**config.mk**
```make
export PLATFORM = sky130hd
export DESIGN_NAME = fp_unit_arbiter
export DESIGN_NICKNAME = d
export VERILOG_FILES = /design/src/rtl/fp_arb_pkg.sv /design/src/rtl/rr_pick.sv /design/src/rtl/fp_unit_arbiter.sv
export SDC_FILE = /design/constraint.sdc
export NUM_CORES = 1
export LEC_CHECK = 0
export BUFFER_PORTS_ARGS = -buffer_cell sky130_fd_sc_hd__buf_2
export CELL_PAD_IN_SITES_DETAIL_PLACEMENT = 1
export CELL_PAD_IN_SITES_GLOBAL_PLACEMENT = 1
export CORE_AREA = 2 2 322 324
export DETAILED_ROUTE_END_ITERATION = 6
export DIE_AREA = 0 0 324 326
export GPL_TIMING_DRIVEN = 0
export PLACE_DENSITY_LB_ADDON = 0.1
export SLEW_MARGIN = 0
export SYNTH_ARGS = -nofsm -noshare
export SYNTH_HDL_FRONTEND = slang
export SYNTH_SLANG_ARGS = --single-unit
```
**constraint.sdc**
```tcl
create_clock -name clock -period 9.6 [get_ports clock]
set_clock_uncertainty 0.15 [all_clocks]
set_input_delay 0.48 -clock clock [delete_from_list [all_inputs] [get_ports clock]]
set_output_delay 0.48 -clock clock [all_outputs]
set_load 0.01 [all_outputs]
```
**src/rtl/fp_arb_pkg.sv**
```systemverilog
// fp_arb_pkg: shared types and constants for the shared FP unit arbiter.
package fp_arb_pkg;
    typedef enum logic [1:0] {IDLE, ISSUE, WAIT, RESPOND} fparb_state_t;
    localparam logic [63:0] FP64_QNAN = 64'h7FF8000000000000;
endpackage

```
**src/rtl/rr_pick.sv**
```systemverilog
// rr_pick: combinational round-robin picker, first set request at or above ptr_i (mod NUM_REQ).
module rr_pick #(
    parameter int NUM_REQ = 4,
    parameter int IW = $clog2(NUM_REQ)
) (
    input  logic [NUM_REQ-1:0] req_i,
    input  logic [IW-1:0]      ptr_i,
    output logic [IW-1:0]      grant_o,
    output logic               any_o
);
    logic [2*NUM_REQ-1:0] dbl;
    logic [NUM_REQ-1:0]   rot;
    logic [IW:0]          sum;
    assign dbl = {req_i, req_i} >> ptr_i;
    assign rot = dbl[NUM_REQ-1:0];
    // Scan downward so the lowest rotated offset wins.
    always_comb begin
        grant_o = '0;
        any_o = 1'b0;
        sum = '0;
        for (int k = NUM_REQ - 1; k >= 0; k--)
            if (rot[k]) begin
                sum = {1'b0, ptr_i} + (IW+1)'(k);
                grant_o = sum >= (IW+1)'(NUM_REQ) ? IW'(sum - (IW+1)'(NUM_REQ)) : sum[IW-1:0];
                any_o = 1'b1;
            end
    end
endmodule

```
**src/rtl/fp_unit_arbiter.sv**
```systemverilog
// fp_unit_arbiter: round-robin sharing of one multi-cycle FP unit among NUM_REQ requesters.
// Optional WAIT watchdog enabled by defining FPARB_TIMEOUT_EN.
module fp_unit_arbiter
    import fp_arb_pkg::*;
#(
    parameter int NUM_REQ = 4,
    parameter int DATA_W = 64,
    parameter int TIMEOUT_CYCLES = 1024
) (
    input  logic                 clock,
    input  logic                 reset,
    input  logic [NUM_REQ-1:0]   req_valid,
    input  logic [DATA_W-1:0]    req_a [NUM_REQ],
    input  logic [DATA_W-1:0]    req_b [NUM_REQ],
    output logic [NUM_REQ-1:0]   req_ready,
    output logic [NUM_REQ-1:0]   resp_valid,
    output logic [DATA_W-1:0]    resp_data,
    output logic                 fu_ready_in,
    output logic [DATA_W-1:0]    fu_a,
    output logic [DATA_W-1:0]    fu_b,
    input  logic                 fu_ready_out,
    input  logic [DATA_W-1:0]    fu_out,
    output logic                 busy,
    output logic [31:0]          op_count,
    output logic                 fu_timeout
);
    localparam int IW = $clog2(NUM_REQ);
    fparb_state_t state_q, state_d;
    logic [IW-1:0] gnt_q, gnt_d, ptr_q, ptr_d, pick;
    logic [DATA_W-1:0] a_q, a_d, b_q, b_d, res_q, res_d;
    logic [31:0] op_count_q, op_count_d;
    logic any, tmo_hit;

    rr_pick #(.NUM_REQ(NUM_REQ), .IW(IW)) u_pick (
        .req_i(req_valid), .ptr_i(ptr_q), .grant_o(pick), .any_o(any)
    );

    always_ff @(posedge clock or posedge reset)
        if (reset) begin
            state_q <= IDLE;
            gnt_q <= '0;
            ptr_q <= '0;
            a_q <= '0;
            b_q <= '0;
            res_q <= '0;
            op_count_q <= '0;
        end else begin
            state_q <= state_d;
            gnt_q <= gnt_d;
            ptr_q <= ptr_d;
            a_q <= a_d;
            b_q <= b_d;
            res_q <= res_d;
            op_count_q <= op_count_d;
        end

    always_comb begin
        state_d = state_q;
        gnt_d = gnt_q;
        ptr_d = ptr_q;
        a_d = a_q;
        b_d = b_q;
        res_d = res_q;
        op_count_d = op_count_q;
        case (state_q)
            IDLE:
                if (any) begin
                    state_d = ISSUE;
                    gnt_d = pick;
                    a_d = req_a[pick];
                    b_d = req_b[pick];
                end
            ISSUE: state_d = WAIT;
            WAIT:
                if (fu_ready_out) begin
                    res_d = fu_out;
                    state_d = RESPOND;
                end else if (tmo_hit) begin
                    res_d = DATA_W'(FP64_QNAN);
                    state_d = RESPOND;
                end
            RESPOND: begin
                op_count_d = op_count_q + 32'd1;
                ptr_d = gnt_q == IW'(NUM_REQ - 1) ? '0 : gnt_q + 1'b1;
                state_d = IDLE;
            end
            default: state_d = IDLE;
        endcase
    end

`ifdef FPARB_TIMEOUT_EN
    localparam int TW = $clog2(TIMEOUT_CYCLES + 1);
    logic [TW-1:0] tmo_q, tmo_d;
    logic fu_timeout_q, fu_timeout_d;
    // Counter sits at zero outside WAIT, so it restarts on every WAIT entry.
    assign tmo_hit = state_q == WAIT && !fu_ready_out && tmo_q == TW'(TIMEOUT_CYCLES - 1);
    assign tmo_d = state_q == WAIT ? tmo_q + 1'b1 : '0;
    assign fu_timeout_d = fu_timeout_q | tmo_hit;
    always_ff @(posedge clock or posedge reset)
        if (reset) begin
            tmo_q <= '0;
            fu_timeout_q <= 1'b0;
        end else begin
            tmo_q <= tmo_d;
            fu_timeout_q <= fu_timeout_d;
        end
    assign fu_timeout = fu_timeout_q;
`else
    assign tmo_hit = 1'b0;
    assign fu_timeout = 1'b0;
`endif

    assign req_ready = (state_q == IDLE && any) ? NUM_REQ'(1) << pick : '0;
    assign resp_valid = state_q == RESPOND ? NUM_REQ'(1) << gnt_q : '0;
    assign resp_data = res_q;
    assign fu_ready_in = state_q == ISSUE;
    assign fu_a = a_q;
    assign fu_b = b_q;
    assign busy = state_q != IDLE;
    assign op_count = op_count_q;
endmodule

```
# Word level (Yosys, flattened, before mapping)
# Cells that the tools add are included.
# word_totals
register_bits	230
latch_bits	0
ramBits	0
romBits	0
in_bits	583
word_cells	61
n_memories	0
# classes
n_addsub	9
multipliers	0
div_mod_pow	0
order_cmp	5
n_eq_ne	6
n_shift	3
muxes	24
bitwise_logic	1
reduce_logical	6
# op_table
cell	count
64-bit binary-select mux with 2-bit select	2
64-bit two-way mux	4
32-bit by 1-bit adder with 32-bit output (second input constant)	1
2-bit two-way mux	11
3-bit greater-or-equal comparator (second input constant)	4
4-bit two-way mux	2
2-bit case mux with 4 select lines	1
1-bit by 2-bit left shift with 4-bit output (first input constant)	2
8-bit by 2-bit >> shifter with 4-bit output	1
2-bit by 1-bit subtractor with 2-bit output (second input constant)	4
2-bit by 2-bit adder with 3-bit output (second input constant)	2
2-bit == test (second input constant)	3
2-bit AND reduction	3
1-bit two-way mux	4
2-bit inequality test (second input constant)	2
2-bit by 1-bit adder with 3-bit output (second input constant)	1
2-bit by 3-bit greater-or-equal comparator with 1-bit output (second input constant)	1
2-bit NOT with 3-bit output	1
2-bit by 1-bit adder with 2-bit output (second input constant)	1
2-bit by 1-bit == test with 1-bit output (second input constant)	1
2-bit zero test	1
2-bit nonzero test	1
1-bit logical AND	1

# Logic depth before layout (Yosys ltp)
# Gate-level depths: netlist of run 1.
# depth
depth_word	11
depth_mapped	9
depth_no_buf	7

# Modules after synthesis
# A second synthesis of run 1 with hierarchy kept.
# unflattened
cells_unflattened	738
hier_area_um2	12024.0
# modules_own_cells
module	instances	cells_per_inst	area_each_um2	seq_area_each_um2
fp_unit_arbiter	1	723	11946.5	5755.5
rr_pick	1	15	77.6	0.0

# Worst setup path before layout of run 1
# No wires, ideal clock.
# synth_path
kind	input to output
from	in req_valid[1]
to	out req_ready[0]
arrival_ps	1685
t_required_ps	8970
path_slack_ps	7285
cell_stages	6
n_path_buf	2
cell_sequence	or3b_1 o221ai_4 buf_6 nand2_1 buf_2 nor2_1
# synth_between
elab_chain_len	7
word_cells_on_any_way	12
classes_between	shift (2); mux (9); reduce/logical (1)
# synth_lines
item	line_no	text
from (decl)	fp_unit_arbiter.sv:12	input logic [NUM_REQ-1:0] req_valid,
8-bit by 2-bit >> shifter with 4-bit output *	rr_pick.sv:14	assign dbl = {req_i, req_i} >> ptr_i;
2-bit two-way mux or 1-bit two-way mux (tied branches) (4 in a row)	rr_pick.sv:22	if (rot[k]) begin
1-bit by 2-bit left shift with 4-bit output or 1-bit logical AND (tied branches)	fp_unit_arbiter.sv:113	assign req_ready = (state_q == IDLE && any) ? NUM_REQ'(1) << pick : '0;
4-bit two-way mux *	fp_unit_arbiter.sv:113	
to (decl)	fp_unit_arbiter.sv:15	output logic [NUM_REQ-1:0] req_ready,
# Mark *: on every way between the ends. The rest lies on a longest branch, timed or not.

# Worst setup path after layout of run 1
# layout_path
from	reg ptr_q[1]
to	out req_ready[2]
# layout_between
elab_chain_len	9
word_cells_on_any_way	27
classes_between	add/sub (7); order compare (4); shift (2); mux (13); reduce/logical (1)
# layout_lines
item	line_no	text
from (decl)	fp_unit_arbiter.sv:29	logic [IW-1:0] gnt_q, gnt_d, ptr_q, ptr_d, pick;
from (signal assigned)	fp_unit_arbiter.sv:50	ptr_q <= ptr_d;
2-bit by 2-bit adder with 3-bit output	rr_pick.sv:23	sum = {1'b0, ptr_i} + (IW+1)'(k);
3-bit greater-or-equal comparator or 2-bit by 1-bit subtractor with 2-bit output (tied branches)	rr_pick.sv:24	grant_o = sum >= (IW+1)'(NUM_REQ) ? IW'(sum - (IW+1)'(NUM_REQ)) : sum[IW-1:0];
2-bit two-way mux	rr_pick.sv:24	
2-bit two-way mux (4 in a row)	rr_pick.sv:22	
1-bit by 2-bit left shift with 4-bit output	fp_unit_arbiter.sv:113	
4-bit two-way mux *	fp_unit_arbiter.sv:113	
# Marks and branches as above.

==> results of run 1 <==
worst min-delay path, cell delays in order:
cell and delay [ns]:
buf_2 0.07, a22oi_1 0.09, o211ai_1 0.09
synthesized netlist by cell type, drive strengths merged, types with 2 or more instances:
master / n
o211ai: 41
nand4: 11
buf: 45
a2bb2oi: 87
clkbuf: 35
a21boi: 18
mux2i: 216
nand3: 10
mux2: 66
xor2: 9
xnor2: 22
nor2: 13
a22oi: 24
nand2: 60
nor4: 3
o21ai: 106
nor2b: 2
and3: 23
dfrtp: 230
ha: 10
nor3: 2
and2: 5
inv: 9
logic make-up after synthesis:
group	synth area share, %
buffers and inverters	3.72
flip-flops	47.1
multiplexers	23.8
adder cells (fa/ha/maj)	1.02
XOR/XNOR	2.22
other	0.0307
AND/OR/NAND/NOR	5.41
AO/OA/AOI/OAI	16.7
path summary, 6_finish.rpt:
check,endpoint,slack (ns),cells past startpoint
hold reg to reg,op_count[31],0.32,1
setup / recovery,req_ready[2],5.93,7
hold / removal,fu_a[23],0.05,3
setup reg to reg,fu_a[44],6.46,7
max in group asynchronous,fu_b[53],7.94,4
min in group asynchronous,fu_b[7],0.34,3
state kept, by name, summed over array words and instances (netlist names):
register / cells
op_count: 32
fu_b: 64
fu_a: 64
resp_data: 64
state_q: 2
gnt_q: 2
ptr_q: 2
report_power, final:
| part | switching, W | internal [W] | leakage [nW] |
|---|---|---|---|
| clock | 0.000521 | 0.000794 | 0.563 |
| combinational | 0.00169 | 0.00124 | 6.91 |
| sequential | 0.000240 | 0.00141 | 2.85 |
routing by layer:
metal / vias to the layer above / part of all wire (%)
met5: - / 0.24
met4: 26 / 1.8
met3: 100 / 5.7
met2: 413 / 54
met1: 6357 / 38
li1: 5946 / -
cell type report:
cell class / instances / area share, %
Multi-Input combinational cell: 742 / 29.2
Sequential cell: 230 / 27.9
Timing Repair Buffer: 953 / 26.7
Tap cell: 1380 / 8.38
Clock buffer: 51 / 4.98
Buffer: 80 / 2.04
Clock inverter: 8 / 0.528
Inverter: 9 / 0.200
Antenna cell: 10 / 0.121
metrics by stage:
step,util [%],cell area [µm²]
after detailed placement,17.6,18100
final,20.1,20600
after global routing,20.1,20600
after global placement,17.6,18000
after floorplan,-,12200
after CTS,20.1,20600
==> implementation parameters, run 1 <==
Parameter                              Value

Logic synthesis
  Largest area contributor in the synthesized netlist    dfrtp_1
  Share of the synthesized area in the top cell type    47.1%
  #FFs+latches synth    230
  Synthesis warning total    0
  Synth Net Count    1654
  Number of distinct library cell variants in the gate-level netlist after synthesis    46
  Count of mapped cells out of synthesis    between 1000 and 1500
  Ys async rst share    100%
  Most common flop cell mapped by yosys    dfrtp_1
  Avg Inst Size Synth    between 10 and 15 µm²
  Count of flip-flops with a built-in enable after synthesis    0
  Post-synthesis instance area    about 12000 µm²
  Top post-synthesis cells by area    dfrtp_1 47%, mux2i_1 18%, a2bb2oi_1 6.2%
  Sequential cell area fraction in the yosys report    a little under half

Floorplanning
  Area enclosed by the die boundary    106000 µm²
  Starting utilization of the core area    between 10% and 20%
  Die height    326 µm
  Width of the die    around 320 µm
  Core Box Area    slightly above 100000 µm²
  # IOs    about 820
  Rows    around 120

Critical path
  Largest fanout of any net on the critical path    10
  Critical path class    flop to output port
  Launch point of the worst path    ptr_q[1]
  Critical Path Max Stage Delay    around 0.51 ns
  Data required time of the critical path    approximately 9.0 ns
  Worst EP arrival    3.04 ns
  Most repeated library cell on the critical path    buf_2
  Buf/Inv on CP    3
  Nature of the critical path endpoint    output port
  Top cell family by delay on the critical path    buffers and inverters
  Reg-to-Reg Start    ptr_q[1]
  Slowest stage cell, crit path    o221ai_4
  Critical Path Source Type    flop
  Sequence of cells on the critical path    mux2i_1 -> o221ai_4 -> buf_6 -> nand2_1 -> buf_2 -> nor2_1 -> buf_2

Finish
  Filler cells    12100
  Net count, final    2643
  Area occupied by multi-input gates    about 6000 µm²
  Ratio of cells with drive above 1 in the final layout    a little under half
  Count of placed standard cells in the final layout, fillers left out    3463
  Commonest cells after routing, fill and taps aside    840 x buf_2, 230 x dfrtp_1, 216 x mux2i_1
  Area taken by flip-flops and latches    between 5000 and 6000 µm²
  Area Growth Syn to Fin    68.6%
  Leading cell type in the layout, fill and taps excluded    buf_2

Clock network
  Clock tree from TritonCTS    built
  Number of post-CTS setup repair buffers    0
  Clock root buffer master    clkbuf_16
  Number of buffers created by CTS    34
  Post-CTS Resized    0
  Num Clock Sinks    230
  Insertion delay of the later-clocked pin in the worst-skew pair    0.57 ns
  Clock H-tree levels    2
  Clock input transition at the sequential cells of the worst setup and hold paths    about 0.050 ns
  CTS Hold Bufs    ~140
  Maximum clock path buffer count    3

Routing
  Number of vias after detailed routing    about 13000
  Routed WL per cell    21.5 µm
  Sum of routed wire length over all layers    approximately 75000 µm
  Via/cell ratio    approximately 3.7
  DRC errors left    0
  Length of the first detailed-routing pass in iterations    4
  Count of routing violations after the opening detailed-route iteration    approximately 350
  Post-route antenna net violation count    0

Global route
  GRT Resource Usage Total    13.8%
  Antenna violations before repair    29
  Busiest layer in global routing    met2
  GR Layer Usage met3    3.26%
  Largest net degree at the start of global routing    95
  GRT Residual Overflow    0
  First-pass GRT wire length    105000 µm
  GR Util met1    15.1%
  Vias in the first global route    about 15000
  GR Util met2    a little over a quarter

Place
  Cell count after placement    about 3300
  DP HPWL    60500 µm
  Setup WS pre-CTS    5.89 ns
  Routability-driven placement congestion ratio    0.768
  Input/output buffers    approximately 820

Timing
  Actual transition at the worst max-transition pin    slightly above 1 ns
  Total setup violations reported at the end of the flow    0
  Final hold violations    0
  Headroom to the max-slew limit    a little under a third
  Final period demand of the worst path    3.67 ns
  Worst hold margin    between 0.05 and 0.06 ns
  RSZ-0062 raised after global routing    false
  Final worst setup slack    ~6 ns
  Final count of pins violating max slew    0
  Total negative setup slack    0 ns
  Final period utilization    a little under two fifths
  Maximum achievable frequency    between 200 and 300 MHz

Power and ir drop
  Worst voltage drop across the vdd grid    about 0.00011 V
  Leakage power of the design    about 10 nW
  Total power    a little under 0.006 W
  Power density over the cells    around 290 nW/µm²

Worst hold path
  Hold crit path type    primary input to flop
  Source of the worst hold timing path    req_a[151]

Job
  Max-cap violations    0

Status
  Status    complete, no violations
(Power assumes the default switching activity.)
==> inputs of run 2 (changes only) <==
Clock period 9.6 ns to 3.6 ns, I/O delays scaled along.
==> run 2 against run 1 <==
Hold slack worse by 0.027 ns; sequential power grew to 2.7 times the previous value; sequential cell count unchanged; design area grew 20%; clock power rose to 2.7 times the previous value; die area stayed put; combinational power grew to 3.2 times the previous value; utilization rose by 4.1 points; via count increased by 13%; critical path type is now flop to flop; sequential share of layout area is 4.7 points lower; critical path depth increased by 1; setup slack worse by 5.8 ns.
==> implementation parameters, run 2 (synthesis results as in run 1) <==
Parameter                              Value

Clock network
  Number of buffers created by CTS    36 (+5.9%)
  Maximum clock path buffer count    3 (unchanged)
  Num Clock Sinks    230 (unchanged)
  Insertion delay of the later-clocked pin in the worst-skew pair    0.54 ns (-0.03 ns)
  Clock input transition at the sequential cells of the worst setup and hold paths    0.06 ns (about the same)
  Clock H-tree levels    2 (unchanged)
  Clock tree from TritonCTS    built
  Clock root buffer master    clkbuf_16

Status
  Status    complete, no violations

Timing
  Headroom to the max-slew limit    36.4% (+5.0 points)
  Final period demand of the worst path    between 3 and 4 ns
  RSZ-0062 raised after global routing    true
  Final period utilization    between 90% and 100%
  Actual transition at the worst max-transition pin    0.954 ns (-0.0747 ns)
  Final hold violations    0 (unchanged)
  Total negative setup slack    0 ns (unchanged)
  Maximum achievable frequency    around 290 MHz
  Total setup violations reported at the end of the flow    0 (unchanged)
  Final count of pins violating max slew    0 (unchanged)

Finish
  Area Growth Syn to Fin    103%
  Ratio of cells with drive above 1 in the final layout    40.4% (-7.2 points)
  Net count, final    3053 (+16%)
  Commonest cells after routing, fill and taps aside    837 x buf_2, 535 x dlygate4sd3_1, 229 x dfrtp_1
  Leading cell type in the layout, fill and taps excluded    buf_2

Critical path
  Most repeated library cell on the critical path    dlygate4sd3_1
  Largest fanout of any net on the critical path    10 (unchanged)
  Reg-to-Reg Start    ptr_q[1]
  Buf/Inv on CP    4 (+1)
  Cell count along the critical path    8 (+1)
  Worst EP arrival    3.72 ns (+0.68 ns)
  Top cell family by delay on the critical path    buffers and inverters
  Critical path class    flop to flop
  Critical Path Source Type    flop
  Slowest stage cell, crit path    dlygate4sd3_1
  Worst R2R Path Depth    8 (+1)
  Launch point of the worst path    ptr_q[1]
  Nature of the critical path endpoint    flop
  Sequence of cells on the critical path    or3b_1 -> o221ai_4 -> buf_6 -> buf_2 -> mux2i_1 -> dlygate4sd3_1 -> o21ai_1 -> dlygate4sd3_1
  Data required time of the critical path    3.88 ns (-5.09 ns)
  Critical Path Max Stage Delay    0.58 ns (+0.07 ns)

Routing
  Number of vias after detailed routing    14500 (+13%)
  Routed WL per cell    20.2 µm (-6.2%)
  Via/cell ratio    3.75 (+1.1%)
  Sum of routed wire length over all layers    78100 µm (+4.9%)
  DRC errors left    0 (unchanged)
  Count of routing violations after the opening detailed-route iteration    280 (-20%)
  Length of the first detailed-routing pass in iterations    4 (unchanged)
  Post-route antenna net violation count    0 (unchanged)

Power and ir drop
  Worst voltage drop across the vdd grid    0.000270 V (+160%)
  Total power    0.0172 W (+190%)
  Leakage power of the design    12.0 nW (+17%)
  Power density over the cells    694 nW/µm² (+140%)

Global route
  GRT Resource Usage Total    14.4% (+0.65 points)
  GRT Residual Overflow    0 (unchanged)
  Vias in the first global route    16800 (+16%)
  First-pass GRT wire length    111000 µm (+6.2%)
  Antenna violations before repair    16 (-45%)
  Largest net degree at the start of global routing    35 (-63%)

Floorplanning
  # IOs    818 (unchanged)
  Width of the die    324 µm (unchanged)
  Die height    326 µm (unchanged)
  Area enclosed by the die boundary    106000 µm² (unchanged)
  Starting utilization of the core area    11.9% (unchanged)
  Rows    118 (unchanged)
  Core Box Area    103000 µm² (unchanged)

Place
  Routability-driven placement congestion ratio    0.766 (-0.29%)
  DP HPWL    62000 µm (+2.3%)
  Input/output buffers    816 (unchanged)

Job
  Max-cap violations    0 (unchanged)

Worst hold path
  Source of the worst hold timing path    req_a[154]
  Worst Hold Depth    4 (+1)
  Hold crit path type    primary input to flop
## run 2: cell count changes in the layout (fill, tap and decap cells not counted), sizes merged
cell / delta
buf: +5
dlygate4sd3: +400
clkbuf: +1
diode: -2
clkinvlp: +1
clkinv: +4
## run 2: through the flow
stage	setup slack [ns]	area [µm²]	instances	util [%]	hold slack, ns
2_1_floorplan	0.262	12200	1061	-	0.181
3_3_place_gp	-2.22	18000	3257	17.6	0.264
3_5_place_dp	0.228	18200	3264	17.7	0.0774
4_1_cts	0.0162	24700	3861	24.1	0.00159
5_1_grt	-0.0223	24800	3869	24.1	0.0534
6_report	0.166	24800	3872	24.1	0.0230
## run 2: what timing repair did
action / in CTS / in global routing
hold buffers: 535 / 0
gates resized for setup: 1 / 9
endpoints found under the hold margin: 268 / 0
setup endpoints to repair: 2 / 36
setup buffers: 0 / 3
## run 2: cell type report
| cell class | count | area [µm²] |
|---|---|---|
| multi-input combinational | 742 | 6020 |
| buffer | 80 | 435 |
| timing repair buffer | 1361 | 9610 |
| antenna | 8 | 20.0 |
| tap | 1380 | 1730 |
| clock inverter | 13 | 126 |
| sequential | 230 | 5760 |
| inverter | 9 | 37.5 |
| clock buffer | 49 | 1030 |
| fill | 12000 | 77800 |
## run 2: routing by layer
layer / track usage (%) / up-vias / wire [µm]
li1: - / 6760 / -
met1: 15.3 / 7198 / 29000
met2: 27.8 / 443 / 42600
met3: 3.26 / 100 / 4250
met4: 4.28 / 10 / 2280
met5: 0 / - / 64
## run 2: where the power goes
part | internal, W | switching, W
logic | 0.00447 | 0.00477
clock network | 0.00214 | 0.00139
registers | 0.00376 | 0.000645
total | 0.0104 | 0.00680
## run 2: final timing paths
path,endpoint,slack (ns)
worst min-delay path,fu_a[26],0.02
max in group asynchronous,fu_a[41],2.14
worst max register to register,fu_b[47],0.17
worst min register to register,op_count[31],0.32
min in group asynchronous,resp_data[1],0.07
worst max-delay path,fu_b[47],0.17
## run 2: worst min-delay path: cells and delay by family
family | cells | cell delay [ns]
compound gates | 3 | 0.42
buf+inv | 1 | 0.07
